$ cat src/rtl/uart_axi_pkg.sv
// Register map, status bit positions and FSM state types
// shared by the UART AXI4-Lite buffer.
package uart_axi_pkg;

   localparam logic [1:0] REG_RX_DATA = 2'd0;
   localparam logic [1:0] REG_TX_DATA = 2'd1;
   localparam logic [1:0] REG_STAT    = 2'd2;
   localparam logic [1:0] REG_CTRL    = 2'd3;

   localparam int STAT_RX_NEMPTY = 0;
   localparam int STAT_RX_FULL   = 1;
   localparam int STAT_TX_EMPTY  = 2;
   localparam int STAT_TX_FULL   = 3;
   localparam int STAT_OVERRUN   = 4;

   localparam logic [1:0] RESP_OKAY = 2'b00;

   typedef enum logic [1:0] {
      R_IDLE,
      R_WAIT,
      R_RESP
   } r_state_t;

   typedef enum logic [1:0] {
      W_COLLECT,
      W_EXEC,
      W_RESP
   } w_state_t;

endpackage

$ cat src/rtl/uart_axi_buffer_if.sv
// AXI4-Lite bus bundle between the mem stage and the UART buffer.
interface uart_axi_buffer_if;

   logic [31:0] araddr;
   logic        arvalid;
   logic        arready;
   logic [2:0]  arprot;
   logic [31:0] rdata;
   logic [1:0]  rresp;
   logic        rvalid;
   logic        rready;
   logic [31:0] awaddr;
   logic        awvalid;
   logic        awready;
   logic [2:0]  awprot;
   logic [31:0] wdata;
   logic [3:0]  wstrb;
   logic        wvalid;
   logic        wready;
   logic [1:0]  bresp;
   logic        bvalid;
   logic        bready;

   modport master (
      output araddr, arvalid, arprot, rready,
      output awaddr, awvalid, awprot,
      output wdata, wstrb, wvalid, bready,
      input  arready, rdata, rresp, rvalid,
      input  awready, wready, bresp, bvalid
   );

   modport slave (
      input  araddr, arvalid, arprot, rready,
      input  awaddr, awvalid, awprot,
      input  wdata, wstrb, wvalid, bready,
      output arready, rdata, rresp, rvalid,
      output awready, wready, bresp, bvalid
   );

endinterface

$ cat src/rtl/uart_axi_buffer_byte_fifo.sv
// Byte FIFO with wrap-bit pointers; push on full succeeds
// only when a pop happens in the same cycle.
module byte_fifo #(
   parameter int DEPTH_LOG2 = 4
) (
   input  logic       clk,
   input  logic       rstn,
   input  logic       push,
   input  logic       pop,
   input  logic       flush,
   input  logic [7:0] din,
   output logic [7:0] dout,
   output logic       empty,
   output logic       full
);

   localparam int DEPTH = 1 << DEPTH_LOG2;

   logic [7:0]          mem [DEPTH];
   logic [DEPTH_LOG2:0] wptr;
   logic [DEPTH_LOG2:0] rptr;
   logic                do_push;
   logic                do_pop;

   assign empty = (wptr == rptr);
   assign full  = (wptr[DEPTH_LOG2] != rptr[DEPTH_LOG2]) &&
                  (wptr[DEPTH_LOG2-1:0] == rptr[DEPTH_LOG2-1:0]);

   assign do_pop  = pop & ~empty;
   assign do_push = push & (~full | do_pop);
   assign dout    = mem[rptr[DEPTH_LOG2-1:0]];

   always_ff @(posedge clk) begin
      if (!rstn) begin
         wptr <= '0;
         rptr <= '0;
      end else if (flush) begin
         wptr <= '0;
         rptr <= '0;
      end else begin
         if (do_push) wptr <= wptr + 1'b1;
         if (do_pop)  rptr <= rptr + 1'b1;
      end
   end

   // Storage needs no reset: pointers define validity.
   always_ff @(posedge clk) begin
      if (do_push && !flush)
         mem[wptr[DEPTH_LOG2-1:0]] <= din;
   end

endmodule

$ cat src/rtl/uart_axi_buffer.sv
// AXI4-Lite slave buffering UART RX/TX bytes with status and
// control registers; data accesses stall while FIFOs are not ready.
module uart_axi_buffer
   import uart_axi_pkg::*;
#(
   parameter int DEPTH_LOG2 = 4,
   parameter bit BLOCKING   = 1'b1
) (
   input  logic               clk,
   input  logic               rstn,
   uart_axi_buffer_if.slave   s,
   input  logic [7:0]         rx_data,
   input  logic               rx_strobe,
   output logic [7:0]         tx_data,
   output logic               tx_valid,
   input  logic               tx_ready
);

   r_state_t    r_state, r_next;
   logic [1:0]  raddr, raddr_n;
   logic        arready_q, arready_n;
   logic        rvalid_q, rvalid_n;
   logic [31:0] rdata_q, rdata_n;
   logic        rx_pop;
   logic        stat_rd;

   w_state_t    w_state, w_next;
   logic [1:0]  waddr, waddr_n;
   logic [7:0]  wbyte, wbyte_n;
   logic        wen, wen_n;
   logic        aw_got, aw_got_n;
   logic        w_got, w_got_n;
   logic        awready_q, awready_n;
   logic        wready_q, wready_n;
   logic        bvalid_q, bvalid_n;
   logic        flush_tx_q, flush_tx_n;
   logic        flush_rx_q, flush_rx_n;
   logic        tx_push;

   logic [7:0]  rx_dout;
   logic        rx_empty, rx_full;
   logic        tx_empty, tx_full;
   logic        tx_pop;
   logic        overrun;
   logic        ovr_set;
   logic [4:0]  stat;
   logic        unused_ok;

   byte_fifo #(.DEPTH_LOG2(DEPTH_LOG2)) u_rx (
      .clk   (clk),
      .rstn  (rstn),
      .push  (rx_strobe),
      .pop   (rx_pop),
      .flush (flush_rx_q),
      .din   (rx_data),
      .dout  (rx_dout),
      .empty (rx_empty),
      .full  (rx_full)
   );

   byte_fifo #(.DEPTH_LOG2(DEPTH_LOG2)) u_tx (
      .clk   (clk),
      .rstn  (rstn),
      .push  (tx_push),
      .pop   (tx_pop),
      .flush (flush_tx_q),
      .din   (wbyte),
      .dout  (tx_data),
      .empty (tx_empty),
      .full  (tx_full)
   );

   assign tx_valid = ~tx_empty;
   assign tx_pop   = tx_valid & tx_ready;

   always_comb begin
      stat                 = '0;
      stat[STAT_RX_NEMPTY] = ~rx_empty;
      stat[STAT_RX_FULL]   = rx_full;
      stat[STAT_TX_EMPTY]  = tx_empty;
      stat[STAT_TX_FULL]   = tx_full;
      stat[STAT_OVERRUN]   = overrun;
   end

   always_comb begin
      r_next    = r_state;
      raddr_n   = raddr;
      arready_n = arready_q;
      rvalid_n  = rvalid_q;
      rdata_n   = rdata_q;
      rx_pop    = 1'b0;
      stat_rd   = 1'b0;
      unique case (r_state)
         R_IDLE: begin
            if (s.arvalid && arready_q) begin
               raddr_n   = s.araddr[3:2];
               arready_n = 1'b0;
               r_next    = R_WAIT;
            end
         end
         R_WAIT: begin
            if (!(raddr == REG_RX_DATA && rx_empty && BLOCKING)) begin
               rvalid_n = 1'b1;
               rdata_n  = '0;
               r_next   = R_RESP;
               case (raddr)
                  REG_RX_DATA: begin
                     rx_pop = ~rx_empty;
                     if (!rx_empty) rdata_n = {24'b0, rx_dout};
                  end
                  REG_STAT: begin
                     rdata_n = {27'b0, stat};
                     stat_rd = 1'b1;
                  end
                  default: ;
               endcase
            end
         end
         R_RESP: begin
            if (s.rready) begin
               rvalid_n  = 1'b0;
               arready_n = 1'b1;
               r_next    = R_IDLE;
            end
         end
         default: r_next = R_IDLE;
      endcase
   end

   always_ff @(posedge clk) begin
      if (!rstn) begin
         r_state   <= R_IDLE;
         raddr     <= '0;
         arready_q <= 1'b1;
         rvalid_q  <= 1'b0;
         rdata_q   <= '0;
      end else begin
         r_state   <= r_next;
         raddr     <= raddr_n;
         arready_q <= arready_n;
         rvalid_q  <= rvalid_n;
         rdata_q   <= rdata_n;
      end
   end

   always_comb begin
      w_next     = w_state;
      waddr_n    = waddr;
      wbyte_n    = wbyte;
      wen_n      = wen;
      aw_got_n   = aw_got;
      w_got_n    = w_got;
      awready_n  = awready_q;
      wready_n   = wready_q;
      bvalid_n   = bvalid_q;
      flush_tx_n = 1'b0;
      flush_rx_n = 1'b0;
      tx_push    = 1'b0;
      unique case (w_state)
         W_COLLECT: begin
            if (s.awvalid && awready_q) begin
               waddr_n   = s.awaddr[3:2];
               aw_got_n  = 1'b1;
               awready_n = 1'b0;
            end
            if (s.wvalid && wready_q) begin
               wbyte_n  = s.wdata[7:0];
               wen_n    = s.wstrb[0];
               w_got_n  = 1'b1;
               wready_n = 1'b0;
            end
            if (aw_got_n && w_got_n) w_next = W_EXEC;
         end
         W_EXEC: begin
            if (!(waddr == REG_TX_DATA && tx_full && BLOCKING)) begin
               bvalid_n = 1'b1;
               w_next   = W_RESP;
               case (waddr)
                  REG_TX_DATA: tx_push = wen;
                  REG_CTRL: begin
                     flush_tx_n = wen & wbyte[0];
                     flush_rx_n = wen & wbyte[1];
                  end
                  default: ;
               endcase
            end
         end
         W_RESP: begin
            if (s.bready) begin
               bvalid_n  = 1'b0;
               awready_n = 1'b1;
               wready_n  = 1'b1;
               aw_got_n  = 1'b0;
               w_got_n   = 1'b0;
               w_next    = W_COLLECT;
            end
         end
         default: w_next = W_COLLECT;
      endcase
   end

   always_ff @(posedge clk) begin
      if (!rstn) begin
         w_state    <= W_COLLECT;
         waddr      <= '0;
         wbyte      <= '0;
         wen        <= 1'b0;
         aw_got     <= 1'b0;
         w_got      <= 1'b0;
         awready_q  <= 1'b1;
         wready_q   <= 1'b1;
         bvalid_q   <= 1'b0;
         flush_tx_q <= 1'b0;
         flush_rx_q <= 1'b0;
      end else begin
         w_state    <= w_next;
         waddr      <= waddr_n;
         wbyte      <= wbyte_n;
         wen        <= wen_n;
         aw_got     <= aw_got_n;
         w_got      <= w_got_n;
         awready_q  <= awready_n;
         wready_q   <= wready_n;
         bvalid_q   <= bvalid_n;
         flush_tx_q <= flush_tx_n;
         flush_rx_q <= flush_rx_n;
      end
   end

   // A byte lost to a flush is not an overrun; set beats clear.
   assign ovr_set = rx_strobe & rx_full & ~rx_pop & ~flush_rx_q;

   always_ff @(posedge clk) begin
      if (!rstn)        overrun <= 1'b0;
      else if (ovr_set) overrun <= 1'b1;
      else if (stat_rd) overrun <= 1'b0;
   end

   assign s.arready = arready_q;
   assign s.rvalid  = rvalid_q;
   assign s.rdata   = rdata_q;
   assign s.rresp   = RESP_OKAY;
   assign s.awready = awready_q;
   assign s.wready  = wready_q;
   assign s.bvalid  = bvalid_q;
   assign s.bresp   = RESP_OKAY;

   assign unused_ok = ^{s.araddr[31:4], s.araddr[1:0], s.arprot,
                        s.awaddr[31:4], s.awaddr[1:0], s.awprot,
                        s.wdata[31:8], s.wstrb[3:1]};

endmodule

$ cat src/flat_wrapper.sv
// flat-port wrapper written by rule: the top's interface ports become plain ports
module uart_axi_buffer_flat import uart_axi_pkg::*;
#(
   parameter int DEPTH_LOG2 = 4,
   parameter bit BLOCKING   = 1'b1
)
  (clk, rstn, rx_data, rx_strobe, tx_data, tx_valid, tx_ready, s_araddr, s_arvalid, s_arprot, s_rready, s_awaddr, s_awvalid, s_awprot, s_wdata, s_wstrb, s_wvalid, s_bready, s_arready, s_rdata, s_rresp, s_rvalid, s_awready, s_wready, s_bresp, s_bvalid);
  uart_axi_buffer_if s_i ();
  input  logic clk;
  input  logic rstn;
  input  logic [7:0] rx_data;
  input  logic rx_strobe;
  output logic [7:0] tx_data;
  output logic tx_valid;
  input  logic tx_ready;
  input wire logic [$bits(s_i.araddr)-1:0] s_araddr;
  input wire logic [$bits(s_i.arvalid)-1:0] s_arvalid;
  input wire logic [$bits(s_i.arprot)-1:0] s_arprot;
  input wire logic [$bits(s_i.rready)-1:0] s_rready;
  input wire logic [$bits(s_i.awaddr)-1:0] s_awaddr;
  input wire logic [$bits(s_i.awvalid)-1:0] s_awvalid;
  input wire logic [$bits(s_i.awprot)-1:0] s_awprot;
  input wire logic [$bits(s_i.wdata)-1:0] s_wdata;
  input wire logic [$bits(s_i.wstrb)-1:0] s_wstrb;
  input wire logic [$bits(s_i.wvalid)-1:0] s_wvalid;
  input wire logic [$bits(s_i.bready)-1:0] s_bready;
  output wire logic [$bits(s_i.arready)-1:0] s_arready;
  output wire logic [$bits(s_i.rdata)-1:0] s_rdata;
  output wire logic [$bits(s_i.rresp)-1:0] s_rresp;
  output wire logic [$bits(s_i.rvalid)-1:0] s_rvalid;
  output wire logic [$bits(s_i.awready)-1:0] s_awready;
  output wire logic [$bits(s_i.wready)-1:0] s_wready;
  output wire logic [$bits(s_i.bresp)-1:0] s_bresp;
  output wire logic [$bits(s_i.bvalid)-1:0] s_bvalid;
  assign s_i.araddr = s_araddr;
  assign s_i.arvalid = s_arvalid;
  assign s_i.arprot = s_arprot;
  assign s_i.rready = s_rready;
  assign s_i.awaddr = s_awaddr;
  assign s_i.awvalid = s_awvalid;
  assign s_i.awprot = s_awprot;
  assign s_i.wdata = s_wdata;
  assign s_i.wstrb = s_wstrb;
  assign s_i.wvalid = s_wvalid;
  assign s_i.bready = s_bready;
  assign s_arready = s_i.arready;
  assign s_rdata = s_i.rdata;
  assign s_rresp = s_i.rresp;
  assign s_rvalid = s_i.rvalid;
  assign s_awready = s_i.awready;
  assign s_wready = s_i.wready;
  assign s_bresp = s_i.bresp;
  assign s_bvalid = s_i.bvalid;
  uart_axi_buffer #(.DEPTH_LOG2(DEPTH_LOG2), .BLOCKING(BLOCKING)) u_core (.clk(clk), .rstn(rstn), .s(s_i), .rx_data(rx_data), .rx_strobe(rx_strobe), .tx_data(tx_data), .tx_valid(tx_valid), .tx_ready(tx_ready));
endmodule
$ cat config.mk
export PLATFORM = sky130hd
export DESIGN_NAME = uart_axi_buffer_flat
export DESIGN_NICKNAME = d
export VERILOG_FILES = /design/src/rtl/uart_axi_pkg.sv /design/src/rtl/uart_axi_buffer_if.sv /design/src/rtl/uart_axi_buffer_byte_fifo.sv /design/src/rtl/uart_axi_buffer.sv /design/src/flat_wrapper.sv
export SDC_FILE = /design/constraint.sdc
export NUM_CORES = 1
export LEC_CHECK = 0
export BUFFER_PORTS_ARGS = -buffer_cell sky130_fd_sc_hd__buf_2
export CAP_MARGIN = 25
export CORE_AREA = 2 2 174 176
export CTS_CLUSTER_SIZE = 12
export DETAILED_ROUTE_END_ITERATION = 16
export DIE_AREA = 0 0 176 178
export GPL_TIMING_DRIVEN = 0
export PLACE_DENSITY = 0.64
export SYNTH_ARGS = -nofsm -noshare
export SYNTH_HDL_FRONTEND = slang
export SYNTH_HIERARCHICAL = 1
export SYNTH_SLANG_ARGS = --single-unit
$ cat constraint.sdc
create_clock -name clk -period 2.9 [get_ports clk]
set_input_delay 0.145 -clock clk [delete_from_list [all_inputs] [get_ports clk]]
set_output_delay 0.145 -clock clk [all_outputs]
set_load 0.005 [all_outputs]
==> impl_metrics.json, run 1 <==
{
  "place_inst": 1211,
  "final_cells": 1299,
  "synth-compound-area-share_pct": 3.68,
  "synth_edf_count": 256,
  "drv_slew": 0,
  "finalCritPeriodShare_pct": 96.1,
  "vdd_drop_max_mv": 0.511,
  "worstSkewPairLatency_ps": 510,
  "ant_nets": 0,
  "floorplan.initialDensity_pct": 44.4,
  "path_cells": "clkbuf_2 -> xnor2_1 -> nand4_4 -> nor2_4 -> nor2_2 -> and3_2 -> o31a_1 -> nand3b_1 -> nor2_4 -> buf_12",
  "syn2layout_area_growth_pct": 20.2,
  "setup_ws_ps": 112,
  "hold_slack_ps": 19.9,
  "tightestPinTransition_ps": 702,
  "n_antenna_cell": 0,
  "synth.area.mux_share_pct": 15.0,
  "p_sw_mw": 1.98,
  "most-common-layout-cells": "edfxtp_1, dfxtp_1, buf_2, mux4_2, clkbuf_16",
  "swShare_pct": 20.6,
  "gp_routability_congestion": 0.770,
  "ioPinCount": 173,
  "slew_headroom_pct": 53.1,
  "utilization_pct": 53.4,
  "synth-adder-area-share_pct": 0.959,
  "yosysWarnings": 6,
  "synth.distinct_cells": 54,
  "slowest_stage": "o31a_1",
  "grt_pass1_vias": 6789,
  "final_common_cell": "edfxtp_1",
  "track_usage_pct": 16.4,
  "die_height_um": 178,
  "start_kind": "flop",
  "core_area_mm2": 0.0294,
  "powerDensity_mw_per_mm2": 612,
  "drive_above_1_share_pct": 29.2,
  "power_frac_comb_pct": 4.4,
  "max_cap_violations": 0,
  "dr.pass1.iters": 5,
  "synth_seq_area_share_pct": 68.6,
  "hold_viol_final": 0,
  "rows": 63,
  "post_dp_cell_area_mm2": 0.0139,
  "clock_path_buffers": 3,
  "drt_wl_total_mm": 25.7,
  "synth_seq_cells": 319,
  "fillCellCount": 2315,
  "wire_per_inst_um": 19.8,
  "dp_slack_ps": -348,
  "grt_antenna_before_repair": 0,
  "final_nets": 1022,
  "critPathMaxStageDelay_ps": 400,
  "num_vias": 6812,
  "drc": 0,
  "worst-path-buf-inv": 2,
  "grt_max_degree": 19,
  "cp_max_fo": 8,
  "syn-cell-area_mm2": 0.0130,
  "setup_tns_ps": 0,
  "grt_pass1_wl_mm": 39.0,
  "synth_xor_area_share_pct": 1.48,
  "pwr-share-seq_pct": 53.0,
  "cts-root-buf": "clkbuf_16",
  "fin_crit_ps": 2790,
  "p_leak_nw": 5.21,
  "crit_family": "simple AND/OR/NAND/NOR gates",
  "cp.arrival_ps": 3060,
  "finalInstanceArea_mm2": 0.0157,
  "ys_async_sr_fraction_pct": 0,
  "reg2reg_slack_ps": 110,
  "cts-buffers-inserted": 34,
  "overflow": 0,
  "dieArea_mm2": 0.0313,
  "fmax_mhz": 359,
  "synth_cells": 743,
  "crit_top_cell": "nor2_4",
  "crit_type": "reg -> reg",
  "critPathCaptureType": "flop",
  "die_w_um": 176,
  "total_power_mw": 9.60,
  "synth_top_family_by_area": "multiplexers",
  "worst_ep_required_time_ps": 3170,
  "clk_pin_slew_ps": 60,
  "synth.avg_cell_area_um2": 17.6,
  "htreeDepth": 2,
  "viasPerCell": 5.24,
  "setup_viol": 0,
  "drt_iter0_drc": 471,
  "min_path_type": "in -> reg",
  "p_clk_share_pct": 42.6,
  "yosys.area_share.simple_pct": 6.41,
  "status": "complete, no violations",
  "cts_num_sinks": 319,
  "cts_tree": "built",
  "ys.flop_type": "edfxtp_1",
  "hpwl_mm": 16.9,
  "rsz0062_at_grt": "true",
  "portBuffers": 51,
  "fin_worst_skew_ps": 18.6,
  "power.internal_mw": 7.62
}
-- cells by family (layout without fill, tap and decap cells) --
logic type,after synthesis,in the layout
compound gates,74,74
flops,319,319
other cells,1,28
simple gates,160,160
fa+ha+maj,10,10
buf+inv,72,211
xor+xnor,22,22
mux,85,85
-- power groups by stage --
stage                     logic [mW]  clock network, mW  registers, mW
after floorplan                0.254                  0           5.16
after global placement         0.375                  0           5.18
after detailed placement       0.381                  0           5.19
after CTS                      0.406               4.17           5.09
after global routing           0.469               4.35           5.10
final                          0.425               4.09           5.09
-- metal layers --
| layer | vias up | global-route usage [%] | routed length (um) |
|---|---|---|---|
| met4 | 0 | 4.34 | 466 |
| met1 | 3478 | 20.9 | 10700 |
| met3 | 36 | 2.49 | 972 |
| li1 | 3158 | - | - |
| met2 | 140 | 29.4 | 13600 |
| met5 | - | 0 | 0 |
-- layout make-up --
| cell class | count | area [um2] | share of cell area (%) |
|---|---|---|---|
| Sequential cell | 319 | 8950 | 57.0 |
| Multi-Input combinational cell | 379 | 3950 | 25.2 |
| Clock buffer | 51 | 976 | 6.22 |
| Timing Repair Buffer | 83 | 746 | 4.75 |
| Tap cell | 390 | 488 | 3.11 |
| Buffer | 60 | 457 | 2.91 |
| Clock inverter | 5 | 75.1 | 0.479 |
| Inverter | 12 | 45.0 | 0.287 |
-- repair_timing --
action	in CTS	in global routing
endpoints found under the setup margin	256	256
gates resized for setup	37	30
buffers inserted	0	17
pin swaps	0	18
hold buffers	15	0
hold endpoints to repair	16	0
-- worst paths after layout --
check	startpoint	cells past startpoint	to
setup / recovery	u_core/u_rx/wptr[3]$_SDFFE_PP0P_	10	u_core/u_rx/mem[7][5]$_DFFE_PP_
hold reg to reg	u_core/s.rdata[3]$_SDFFE_PN0P_	2	u_core/s.rdata[3]$_SDFFE_PN0P_
setup reg to reg	u_core/u_rx/wptr[3]$_SDFFE_PP0P_	10	u_core/u_rx/mem[7][5]$_DFFE_PP_
hold / removal	s_arvalid	4	u_core/s.arready$_SDFFE_PN1P_
-- worst register-to-register path, stage by stage, from the launching register on --
cell and delay (ps):
dfxtp_1 290, clkbuf_2 160, xnor2_1 280, nand4_4 220, nor2_4 190, nor2_2 80
and3_2 270, o31a_1 400, nand3b_1 390, nor2_4 90, buf_12 160
-- synth_stat cells, drive strengths merged (2+ instances only) --
master,n,area share [%]
buf,55,3.3
dfxtp,63,9.7
nand4,5,0.34
mux2i,5,0.38
nand3,9,0.35
o21ai,17,0.65
nand2,30,0.86
inv,12,0.35
o31ai,3,0.25
or3,8,0.38
mux4,80,15
and4bb,3,0.29
a22oi,3,0.17
nand2b,14,0.67
xnor2,12,0.81
nand3b,5,0.29
xor2,10,0.67
o31a,2,0.13
clkbuf,5,0.16
a21boi,12,0.69
a21oi,17,0.65
nor2,57,1.6
and2,2,0.096
and3,5,0.24
ha,10,0.96
nor2b,10,0.48
edfxtp,256,59
o22ai,4,0.19
o21a,5,0.29
nor3b,5,0.33
o211ai,7,0.40
-- state kept, by name, indices dropped and copies added (netlist names), named ones only --
register	flops
u_core/raddr	2
u_core/u_tx/mem	128
u_core/s.arready	1
u_core/aw_got	1
u_core/flush_tx_q	1
u_core/overrun	1
u_core/s.wready	1
u_core/flush_rx_q	1
u_core/r_state	2
u_core/s.bvalid	1
u_core/u_rx/rptr	5
u_core/w_state	2
u_core/wbyte	8
u_core/s.awready	1
u_core/s.rdata	8
u_core/u_rx/wptr	5
u_core/w_got	1
u_core/waddr	2
u_core/u_tx/rptr	5
u_core/u_tx/wptr	5
u_core/u_rx/mem	128
u_core/s.rvalid	1
u_core/wen	1
Note: power is estimated with default switching activity, not from simulation.
==> run 2, diff against run 1 <==
CORE_AREA = 2 2 244 126   (was 2 2 174 176)
DIE_AREA = 0 0 246 128   (was 0 0 176 178)
==> run 2 against run 1 <==
- the run now ends with setup timing left
- clock skew rose by 2.7 ps
- routed wire length increased by 20%
- setup slack got worse by 160 ps
- first-iteration DRC count is 36% higher
==> impl_metrics.json, run 2 (synthesized netlist as in run 1, its figures left out) <==
{
  "start_kind": "flop",
  "tightestPinTransition_ps": 781,
  "core_area_mm2": 0.0296,
  "overflow": 0,
  "rows": 45,
  "final_cells": 1311,
  "max_cap_violations": 0,
  "drc": 0,
  "whs_path_depth": 3,
  "min-delay-start": "rstn",
  "setup_tns_ps": -706,
  "hold_slack_ps": 26.3,
  "worst_ep_required_time_ps": 3090,
  "grt_antenna_before_repair": 0,
  "cts_num_sinks": 319,
  "p_leak_nw": 5.10,
  "fillCellCount": 2375,
  "reg2reg_slack_ps": -50,
  "r2r-end": "u_core/u_tx/mem[14][1]$_DFFE_PP_",
  "clock_path_buffers": 3,
  "hold_viol_final": 0,
  "most-common-layout-cells": "edfxtp_1, dfxtp_1, buf_2, mux4_2, buf_4",
  "htreeDepth": 1,
  "clk_pin_slew_ps": 60,
  "hold_end": "u_core/s.rdata[0]$_SDFFE_PN0P_",
  "cts-root-buf": "clkbuf_16",
  "drive_above_1_share_pct": 27.0,
  "critPathCaptureType": "flop",
  "vdd_drop_max_mv": 0.463,
  "drt_wl_total_mm": 31.0,
  "track_usage_pct": 19.7,
  "drv_slew": 0,
  "rsz0062_at_grt": "true",
  "worstSkewPairLatency_ps": 580,
  "cp.arrival_ps": 3130,
  "finalCritPeriodShare_pct": 102,
  "final_nets": 1020,
  "die_w_um": 246,
  "grt_pass1_wl_mm": 44.5,
  "fmax_mhz": 339,
  "portBuffers": 51,
  "wire_per_inst_um": 23.6,
  "place_inst": 1220,
  "fin_crit_ps": 2950,
  "syn2layout_area_growth_pct": 18.5,
  "floorplan.initialDensity_pct": 44.1,
  "grt_max_degree": 19,
  "crit_type": "reg -> reg",
  "hpwl_mm": 21.9,
  "viasPerCell": 5.42,
  "die_height_um": 128,
  "powerDensity_mw_per_mm2": 593,
  "crit-reg2reg-launch": "u_core/u_tx/wptr[3]$_SDFFE_PP0P_",
  "final_common_cell": "edfxtp_1",
  "ioPinCount": 173,
  "gp_routability_congestion": 0.803,
  "cts-buffers-inserted": 30,
  "dr.pass1.iters": 5,
  "grt_pass1_vias": 6608,
  "fin_worst_skew_ps": 21.2,
  "cp_max_fo": 8,
  "min_path_type": "in -> reg",
  "status": "complete, but fails checks",
  "setup_viol": 24,
  "drt_iter0_drc": 641,
  "rr_worst_depth": 8,
  "cts_tree": "built",
  "setup_ws_ps": -46.9,
  "num_vias": 7112,
  "ant_nets": 0,
  "violations": "setup timing",
  "slew_headroom_pct": 47.7,
  "dieArea_mm2": 0.0315
}
[run 2: cell types whose count changed in the layout (fill, tap and decap cells not counted), moves of 2 or more]
cell           before  now
nor2_4             27   24
clkbuf_8            4    2
clkbuf_16          35   30
nor2_1             23   27
dlygate4sd3_1      15   23
buf_4              33   35
clkbuf_1           15   25
buf_12             19   11
[run 2: area by class of cell]
type	count	area (um2)	share of cell area, %
Antenna cell	1	2.50	0.0162
Buffer	60	457	2.96
Clock buffer	55	866	5.60
Clock inverter	1	16.3	0.105
Inverter	12	45.0	0.291
Multi-Input combinational cell	379	3940	25.5
Sequential cell	319	8950	57.9
Tap cell	399	499	3.23
Timing Repair Buffer	85	681	4.40
[run 2: how the worst max path moves through the flow]
| stage | start | to | slack (ps) |
|---|---|---|---|
| final | u_core/u_tx/wptr[3]$_SDFFE_PP0P_ | u_core/u_tx/mem[14][1]$_DFFE_PP_ | -50 |
| after global routing | u_core/u_tx/wptr[0]$_SDFFE_PP0P_ | u_core/u_tx/mem[14][1]$_DFFE_PP_ | -180 |
| after CTS | u_core/u_rx/wptr[3]$_SDFFE_PP0P_ | u_core/u_rx/mem[14][3]$_DFFE_PP_ | -170 |
| after detailed placement | u_core/u_tx/wptr[3]$_SDFFE_PP0P_ | u_core/u_tx/mem[0][7]$_DFFE_PP_ | -370 |
| after global placement | u_core/u_tx/wptr[3]$_SDFFE_PP0P_ | u_core/u_tx/mem[3][0]$_DFFE_PP_ | -280 |
| after floorplan | u_core/u_rx/wptr[3]$_SDFFE_PP0P_ | u_core/u_rx/mem[1][0]$_DFFE_PP_ | 370 |
[run 2: through the flow]
step | utilization [%] | area, um2 | power, mW | setup slack, ps
2_1_floorplan | - | 13100 | 5.41 | 370
3_3_place_gp | 47.0 | 13900 | 5.58 | -279
3_5_place_dp | 47.0 | 13900 | 5.59 | -372
4_1_cts | 51.2 | 15100 | 9.23 | -170
5_1_grt | 52.3 | 15400 | 9.49 | -184
6_report | 52.3 | 15500 | 9.16 | -46.9
[run 2: routing by layer]
metal  track usage, %  part of all wire (%)  up-vias  routed length, um
li1                 -                     -     3166                  -
met1             33.7                    52     3680              16000
met2             23.7                    38      237              11600
met3             6.30                   9.6       29               2960
met4             3.32                   1.3        0                397
met5                0                     0        -                  0
[run 2: what timing repair did]
item	in CTS	in global routing
endpoints found under the hold margin	81	0
endpoints found under the setup margin	256	256
gates resized for setup	35	27
hold buffers	23	0
pin swaps	1	14
setup buffers	0	11
[run 2: power breakdown]
group / switching (mW) / internal [mW] / total [mW]
clock network: 1.62 / 1.99 / 3.61
logic: 0.265 / 0.195 / 0.460
registers: 0.0818 / 5.01 / 5.09
total: 1.96 / 7.20 / 9.16
[run 2: critical path, stage by stage (launching register included)]
cell	delay, ps
dfxtp_1	310
clkbuf_2	160
xnor2_1	150
nand4_2	210
nor2_1	190
nor4_4	370
o31a_1	340
nand3_1	180
nor2_1	650
